**src/rtl/commit_trace_drain_pkg.sv**
```systemverilog
// commit_trace_drain_pkg: shared widths, serializer state encoding and bundle/record width helpers
package commit_trace_drain_pkg;
  localparam int PC_W = 30;
  localparam int NCPU_REG_AW = 5;
  typedef enum logic {IDLE = 1'b0, SEND = 1'b1} state_t;
  function automatic int trc_rec_w(int dw);
    return 1 + PC_W + 1 + NCPU_REG_AW + dw;
  endfunction
  function automatic int trc_bundle_w(int iw, int dw);
    return 33 + iw * trc_rec_w(dw);
  endfunction
endpackage

```
**src/rtl/commit_trace_fifo.sv**
```systemverilog
// commit_trace_fifo: sync FIFO; i_push/i_wdata in, i_pop, o_rdata head, o_rdata_nxt second entry, o_full/o_empty/o_count
module commit_trace_fifo #(
  parameter int DW = 8,
  parameter int AW = 2
) (
  input  logic          clk,
  input  logic          rst,
  input  logic          i_push,
  input  logic          i_pop,
  input  logic [DW-1:0] i_wdata,
  output logic [DW-1:0] o_rdata,
  output logic [DW-1:0] o_rdata_nxt,
  output logic          o_full,
  output logic          o_empty,
  output logic [AW:0]   o_count
);
  logic [DW-1:0] r_mem [1<<AW];
  logic [AW:0] r_wr, r_rd, w_rd_inc;
  logic w_we, w_re;
  assign o_full = (r_wr ^ r_rd) == {1'b1, {AW{1'b0}}};
  assign o_empty = r_wr == r_rd;
  assign o_count = r_wr - r_rd;
  assign w_we = i_push & ~o_full;
  assign w_re = i_pop & ~o_empty;
  assign w_rd_inc = r_rd + (AW+1)'(1);
  assign o_rdata = r_mem[r_rd[AW-1:0]];
  assign o_rdata_nxt = r_mem[w_rd_inc[AW-1:0]];
  always_ff @(posedge clk) begin
    r_wr <= rst ? '0 : w_we ? r_wr + (AW+1)'(1) : r_wr;
    r_rd <= rst ? '0 : w_re ? w_rd_inc : r_rd;
  end
  always_ff @(posedge clk)
    if (w_we) r_mem[r_wr[AW-1:0]] <= i_wdata;
endmodule

```
**src/rtl/commit_trace_drain.sv**
```systemverilog
// commit_trace_drain: buffers cmt_* commit bundles in a FIFO (cmt_stall_req/ovf_sticky) and serializes them to the trc_valid/trc_ready record stream
module commit_trace_drain
  import commit_trace_drain_pkg::*;
#(
  parameter int CONFIG_DW = 64,
  parameter int CONFIG_P_ISSUE_WIDTH = 1,
  parameter int CONFIG_P_DEPTH = 2,
  localparam int IW = 1 << CONFIG_P_ISSUE_WIDTH
) (
  input  logic                            clk,
  input  logic                            rst,
  input  logic [IW-1:0]                   cmt_valid,
  input  logic [PC_W*IW-1:0]              cmt_pc,
  input  logic [IW-1:0]                   cmt_rf_we,
  input  logic [NCPU_REG_AW*IW-1:0]       cmt_rf_waddr,
  input  logic [CONFIG_DW*IW-1:0]         cmt_rf_wdat,
  input  logic                            cmt_excp,
  input  logic [31:0]                     cmt_excp_vect,
  output logic                            cmt_stall_req,
  output logic                            trc_valid,
  input  logic                            trc_ready,
  output logic [15:0]                     trc_seq,
  output logic [CONFIG_P_ISSUE_WIDTH-1:0] trc_slot,
  output logic [PC_W-1:0]                 trc_pc,
  output logic                            trc_rf_we,
  output logic [NCPU_REG_AW-1:0]          trc_rf_waddr,
  output logic [CONFIG_DW-1:0]            trc_rf_wdat,
  output logic                            trc_excp,
  output logic [31:0]                     trc_excp_vect,
  output logic                            ovf_sticky
);
  localparam int DEPTH = 1 << CONFIG_P_DEPTH;
  localparam int TRC_BUNDLE_W = trc_bundle_w(IW, CONFIG_DW);
  localparam int CW = CONFIG_P_DEPTH + 1;
  typedef struct packed {
    logic                              excp;
    logic [31:0]                       vect;
    logic [IW-1:0]                     valid;
    logic [IW-1:0][PC_W-1:0]           pc;
    logic [IW-1:0]                     we;
    logic [IW-1:0][NCPU_REG_AW-1:0]    waddr;
    logic [IW-1:0][CONFIG_DW-1:0]      wdat;
  } bundle_t;
  bundle_t w_in, w_head, w_head_nxt, r_bundle, w_bundle_nxt;
  state_t r_state, w_state_nxt;
  logic [IW-1:0] r_mask, w_mask_nxt, w_onehot;
  logic [CW-1:0] w_count, w_cnt_nxt;
  logic [CONFIG_P_ISSUE_WIDTH-1:0] w_slot;
  logic [15:0] r_seq;
  logic w_full, w_empty, w_push, w_push_ok, w_fire, w_last, w_pop, r_stall, r_ovf;
  assign w_in = {cmt_excp, cmt_excp_vect, cmt_valid, cmt_pc, cmt_rf_we, cmt_rf_waddr, cmt_rf_wdat};
  commit_trace_fifo #(.DW(TRC_BUNDLE_W), .AW(CONFIG_P_DEPTH)) u_fifo (
    .clk        (clk),
    .rst        (rst),
    .i_push     (w_push_ok),
    .i_pop      (w_pop),
    .i_wdata    (w_in),
    .o_rdata    (w_head),
    .o_rdata_nxt(w_head_nxt),
    .o_full     (w_full),
    .o_empty    (w_empty),
    .o_count    (w_count)
  );
  assign w_push = |cmt_valid;
  assign w_push_ok = w_push & ~w_full;
  assign w_fire = (r_state == SEND) & trc_ready;
  assign w_onehot = IW'(1) << w_slot;
  assign w_last = (r_mask & ~w_onehot) == '0;
  assign w_cnt_nxt = w_count + CW'(w_push_ok) - CW'(w_pop);
  always_comb begin
    w_slot = '0;
    for (int k = IW - 1; k >= 0; k--)
      if (r_mask[k]) w_slot = CONFIG_P_ISSUE_WIDTH'(k);
  end
  always_comb begin
    w_state_nxt = r_state;
    w_mask_nxt = r_mask;
    w_bundle_nxt = r_bundle;
    w_pop = 1'b0;
    if (r_state == IDLE) begin
      if (!w_empty) begin
        w_state_nxt = SEND;
        w_bundle_nxt = w_head;
        w_mask_nxt = w_head.valid;
      end
    end else if (trc_ready) begin
      w_mask_nxt = r_mask & ~w_onehot;
      if (w_last) begin
        w_pop = 1'b1;
        if (w_count > CW'(1)) begin
          w_bundle_nxt = w_head_nxt;
          w_mask_nxt = w_head_nxt.valid;
        end else begin
          w_state_nxt = IDLE;
        end
      end
    end
  end
  always_ff @(posedge clk) begin
    r_state <= rst ? IDLE : w_state_nxt;
    r_mask <= rst ? '0 : w_mask_nxt;
    r_bundle <= rst ? '0 : w_bundle_nxt;
    r_seq <= rst ? '0 : w_fire ? r_seq + 16'd1 : r_seq;
    r_stall <= rst ? 1'b0 : w_cnt_nxt > CW'(DEPTH - 2);
    r_ovf <= rst ? 1'b0 : r_ovf | (w_push & w_full);
  end
  assign trc_valid = r_state == SEND;
  assign trc_seq = r_seq;
  assign trc_slot = trc_valid ? w_slot : '0;
  assign trc_pc = trc_valid ? r_bundle.pc[w_slot] : '0;
  assign trc_rf_we = trc_valid & r_bundle.we[w_slot];
  assign trc_rf_waddr = trc_valid ? r_bundle.waddr[w_slot] : '0;
  assign trc_rf_wdat = trc_valid ? r_bundle.wdat[w_slot] : '0;
  assign trc_excp = trc_valid & r_bundle.excp & (r_mask == r_bundle.valid);
  assign trc_excp_vect = trc_excp ? r_bundle.vect : '0;
  assign cmt_stall_req = r_stall;
  assign ovf_sticky = r_ovf;
endmodule

```
**config.mk**
```make
export PLATFORM = sky130hd
export DESIGN_NAME = commit_trace_drain
export DESIGN_NICKNAME = d
export VERILOG_FILES = /design/src/rtl/commit_trace_drain_pkg.sv /design/src/rtl/commit_trace_fifo.sv /design/src/rtl/commit_trace_drain.sv
export SDC_FILE = /design/constraint.sdc
export NUM_CORES = 2
export LEC_CHECK = 0
export CAP_MARGIN = 20
export CORE_MARGIN = 5
export CORE_UTILIZATION = 48
export DETAILED_ROUTE_END_ITERATION = 12
export GPL_ROUTABILITY_DRIVEN = 0
export PLACE_DENSITY = 0.67
export REMOVE_ABC_BUFFERS = 1
export SLEW_MARGIN = 20
export SYNTH_ARGS = -nofsm -noshare
export SYNTH_HDL_FRONTEND = slang
export SYNTH_HIERARCHICAL = 1
export SYNTH_SLANG_ARGS = --single-unit
```
**constraint.sdc**
```tcl
create_clock -name clk -period 8.8 [get_ports clk]
set_input_delay 1.32 -clock clk [delete_from_list [all_inputs] [get_ports clk]]
set_output_delay 1.32 -clock clk [all_outputs]
set_load 0.005 [all_outputs]
```
==> summary.txt <==
Synthesis
  – Post-synthesis sequential element count: around 1200
  – Synth warn: 6
  – Post-Synthesis Cells: between 3000 and 4000
  – Area contributors post-synth: edfxtp_1 (53%), mux4_2 (20%), dfxtp_1 (9.8%), mux2i_1 (4.4%), a211oi_1 (2.3%)
  – Sequential fraction of the synthesis area: 62.4%
  – Asr flop ratio synth: 0%
  – Post-Synthesis Cell Area: between 0.05 and 0.06 mm²
  – Syn avg cell area: roughly 17 µm²
  – Most common cell in the netlist: edfxtp_1
  – Most frequent cells after synthesis: edfxtp_1 (940), mux4_2 (470), dfxtp_1 (264), nor2_1 (253), mux2i_1 (234)
  – Yosys top cell area share: between 50% and 60%
  – Post-synth cell types: 50
  – Number of enable flip-flop cells after synthesis: 940
  – Top FF cell, synth: edfxtp_1
  – Largest area contributor in the netlist: edfxtp_1

Clock network
  – Worst skew pair latency: between 0.7 and 0.8 ns
  – Hold buffers post-CTS: 0
  – CTS Buf Count: between 100 and 150
  – CTS sink cnt: around 1200
  – Clock Tree Buf Depth: 3
  – # H-tree levels: 4
  – CTS resizes: 0
  – CTS tree: built
  – Postcts setup bufs: 0
  – Worst-path clk slew: about 0.060 ns
  – Root buffer cell: clkbuf_16

STA
  – Final hold vios: 0
  – Setup-failing EPs final: 0
  – Slew @ Worst Pin: about 1.3 ns
  – Fmax: between 0.15 and 0.2 GHz
  – Final setup TNS: 0 ns
  – Slew headroom: approximately 14%
  – Min Tclk post-route: 5.32 ns
  – Worst clock skew: ~0.029 ns
  – Final period util: roughly three fifths
  – Unrepaired setup endpoints after global routing: false
  – Slew Limit Fails: 0

Min path
  – Hold Crit Class: reg -> reg

Die
  – Chip Width: around 340 µm
  – Die ar.: between 0.1 and 0.15 mm²
  – Core area: between 0.1 and 0.15 mm²
  – Initial Util: between 40% and 50%
  – Die H: approximately 340 µm
  – Row cnt: between 100 and 150
  – Boundary pin count: about 390

Pwr
  – Psw: 7520 µW
  – PD cells: about 360 mW/mm²
  – Flop pwr share: 39.0%
  – Combinational fraction of design power: a little under two fifths
  – Clk pwr share: about a quarter
  – Internal: 14800 µW
  – P_leak: ~0.020 µW
  – Peak supply drop: approximately 0.00045 V
  – Sw Share: between 30% and 40%

Detailed routing
  – First-pass DRT Iterations: 7
  – Max Used Layer: met5
  – Final WL: 133000 µm
  – Initial DRC Count: roughly 2000
  – Routed Antenna Nets: 0
  – Met1 WL: slightly above 50000 µm
  – DR vias: between 30000 and 40000
  – Met2 WL: around 69000 µm
  – # DRC: 0
  – WL/cell: about 26 µm
  – Met3 wire len: about 9000 µm
  – Vias per cell: 6.04

Status
  – Run status: complete, no violations

GRT
  – Gr usage total: ~22%
  – Initial antenna violation count: 38
  – Gr ovfl total: 0
  – First-pass GRT wire length: 201000 µm
  – Vias in the first global route: 32885
  – Largest net degree at the start of global routing: between 200 and 250

Setup path
  – Crit path launch type: register
  – Max Fanout on Critical Path: 56
  – Setup crit end kind: output port
  – CP Class: reg -> out
  – CP cell instances: nand2b_4 > buf_4 > nand2_1 > a21boi_0 > clkdlybuf4s50_1
  – CP max-delay cell: buf_4
  – Largest stage delay on the critical path: just over 0.8 ns
  – Critical Path AT: approximately 4.0 ns
  – Critical Path RT: about 7.5 ns

Place
  – Hpwl dp: between 70000 and 80000 µm
  – Port bufs: 390

Final layout
  – Nets: ~3700
  – Layout Area Growth over Synthesis: 17.2%
  – Layout cells sized above 1: between 20 and 25%
  – Utilization after layout: 56.8%

Flow run
  – Max cap viols: 0
==> flip-flops by register name (all words and copies together), names as in the netlist, named ones only <==
signal and count:
u_fifo/r_rd 3, cmt_stall_req 1, ovf_sticky 1, trc_valid 1, r_mask 2, r_bundle 235
u_fifo/r_wr 3, u_fifo/r_mem 940, trc_seq 16
==> power groups by stage <==
stage               Sequential, µW  Clock (µW)  Combinational, µW
finish                        8710        5370               8270
global route                  8860        5760               8980
CTS                           8700        5500               8390
detailed placement            8810           0               8360
global placement              8660           0               8200
floorplan                     9240           0               8140
==> placed cells by master (no fill, tap or decap), drive strengths merged, types with 4 or more instances in the layout <==
cell           instances
nand2                215
buf                   38
clkinvlp               5
inv                   22
o21ai                  4
xnor2                  4
nor3                   4
and2                  40
bufinv                 6
xor2                  11
a21oi                  9
o32a                   4
nand4b                 4
dfxtp                264
nand4                  7
diode                 22
o311ai                 5
clkbuf               190
ha                    11
mux2i                234
or3                    6
nor2                 253
a211oi               234
clkinv                33
edfxtp               940
a21boi               102
clkdlybuf4s50        389
nand3                  7
nand2b                 5
mux4                 470
==> critical path: cells and delay by family, from the launching register on <==
| family | cells | cell delay (ns) |
|---|---|---|
| buffers and inverters | 2 | 1.42 |
| AND/OR/NAND/NOR | 2 | 0.84 |
| AO/OA/AOI/OAI | 1 | 0.46 |
| flip-flops | 1 | 0.45 |
==> path summary, 6_finish.rpt <==
path	slack, ns	to	cells after the start	start
max reg2reg	4.29	r_bundle[175]	12	u_fifo/r_rd[0]
min reg2reg	0.48	ovf_sticky	2	ovf_sticky
max	3.48	trc_pc[0]	5	r_mask[0]
min	0.48	ovf_sticky	2	ovf_sticky
==> routing by layer <==
metal / global-route usage (%) / up-vias
met5: 0 / -
met4: 7.11 / 20
met3: 5.25 / 228
met2: 39.1 / 968
met1: 27.9 / 16014
li1: - / 13303
==> metrics by stage <==
step | cells | hold slack, ns | area [µm²] | setup slack (ns) | total power (µW)
2_1_floorplan | 2877 | 0.436 | 52300 | -25.25 | 17400
3_3_place_gp | 4791 | 0.465 | 58600 | 3.86 | 16900
3_5_place_dp | 4792 | 0.481 | 58600 | 3.78 | 17200
4_1_cts | 5033 | 0.490 | 62900 | 3.36 | 22600
5_1_grt | 5045 | 0.495 | 62900 | 3.26 | 23600
6_report | 5055 | 0.481 | 62900 | 3.48 | 22300
==> cell families after synthesis <==
logic type,count (synthesis),synth area share (%)
DFF,1204,62.4
adders and majority gates,13,0.331
buffers and inverters,267,2.74
AOI/OAI and AO/OA,369,5.81
and+or+nand+nor,556,4.32
muxes,705,24.1
xor gates and xnor gates,15,0.245
==> layout make-up <==
type                    instances  area, µm²
repair buffers                427       4410
multi-input cells            1658      18700
diodes                         22       55.1
clock inverters                51        482
flip-flops and latches       1204      33500
well taps                    1488       1860
inverters                      15       56.3
clock buffers                 190       3780
fillers                      8495      47900
No activity file was read; power rests on OpenSTA's default activity.
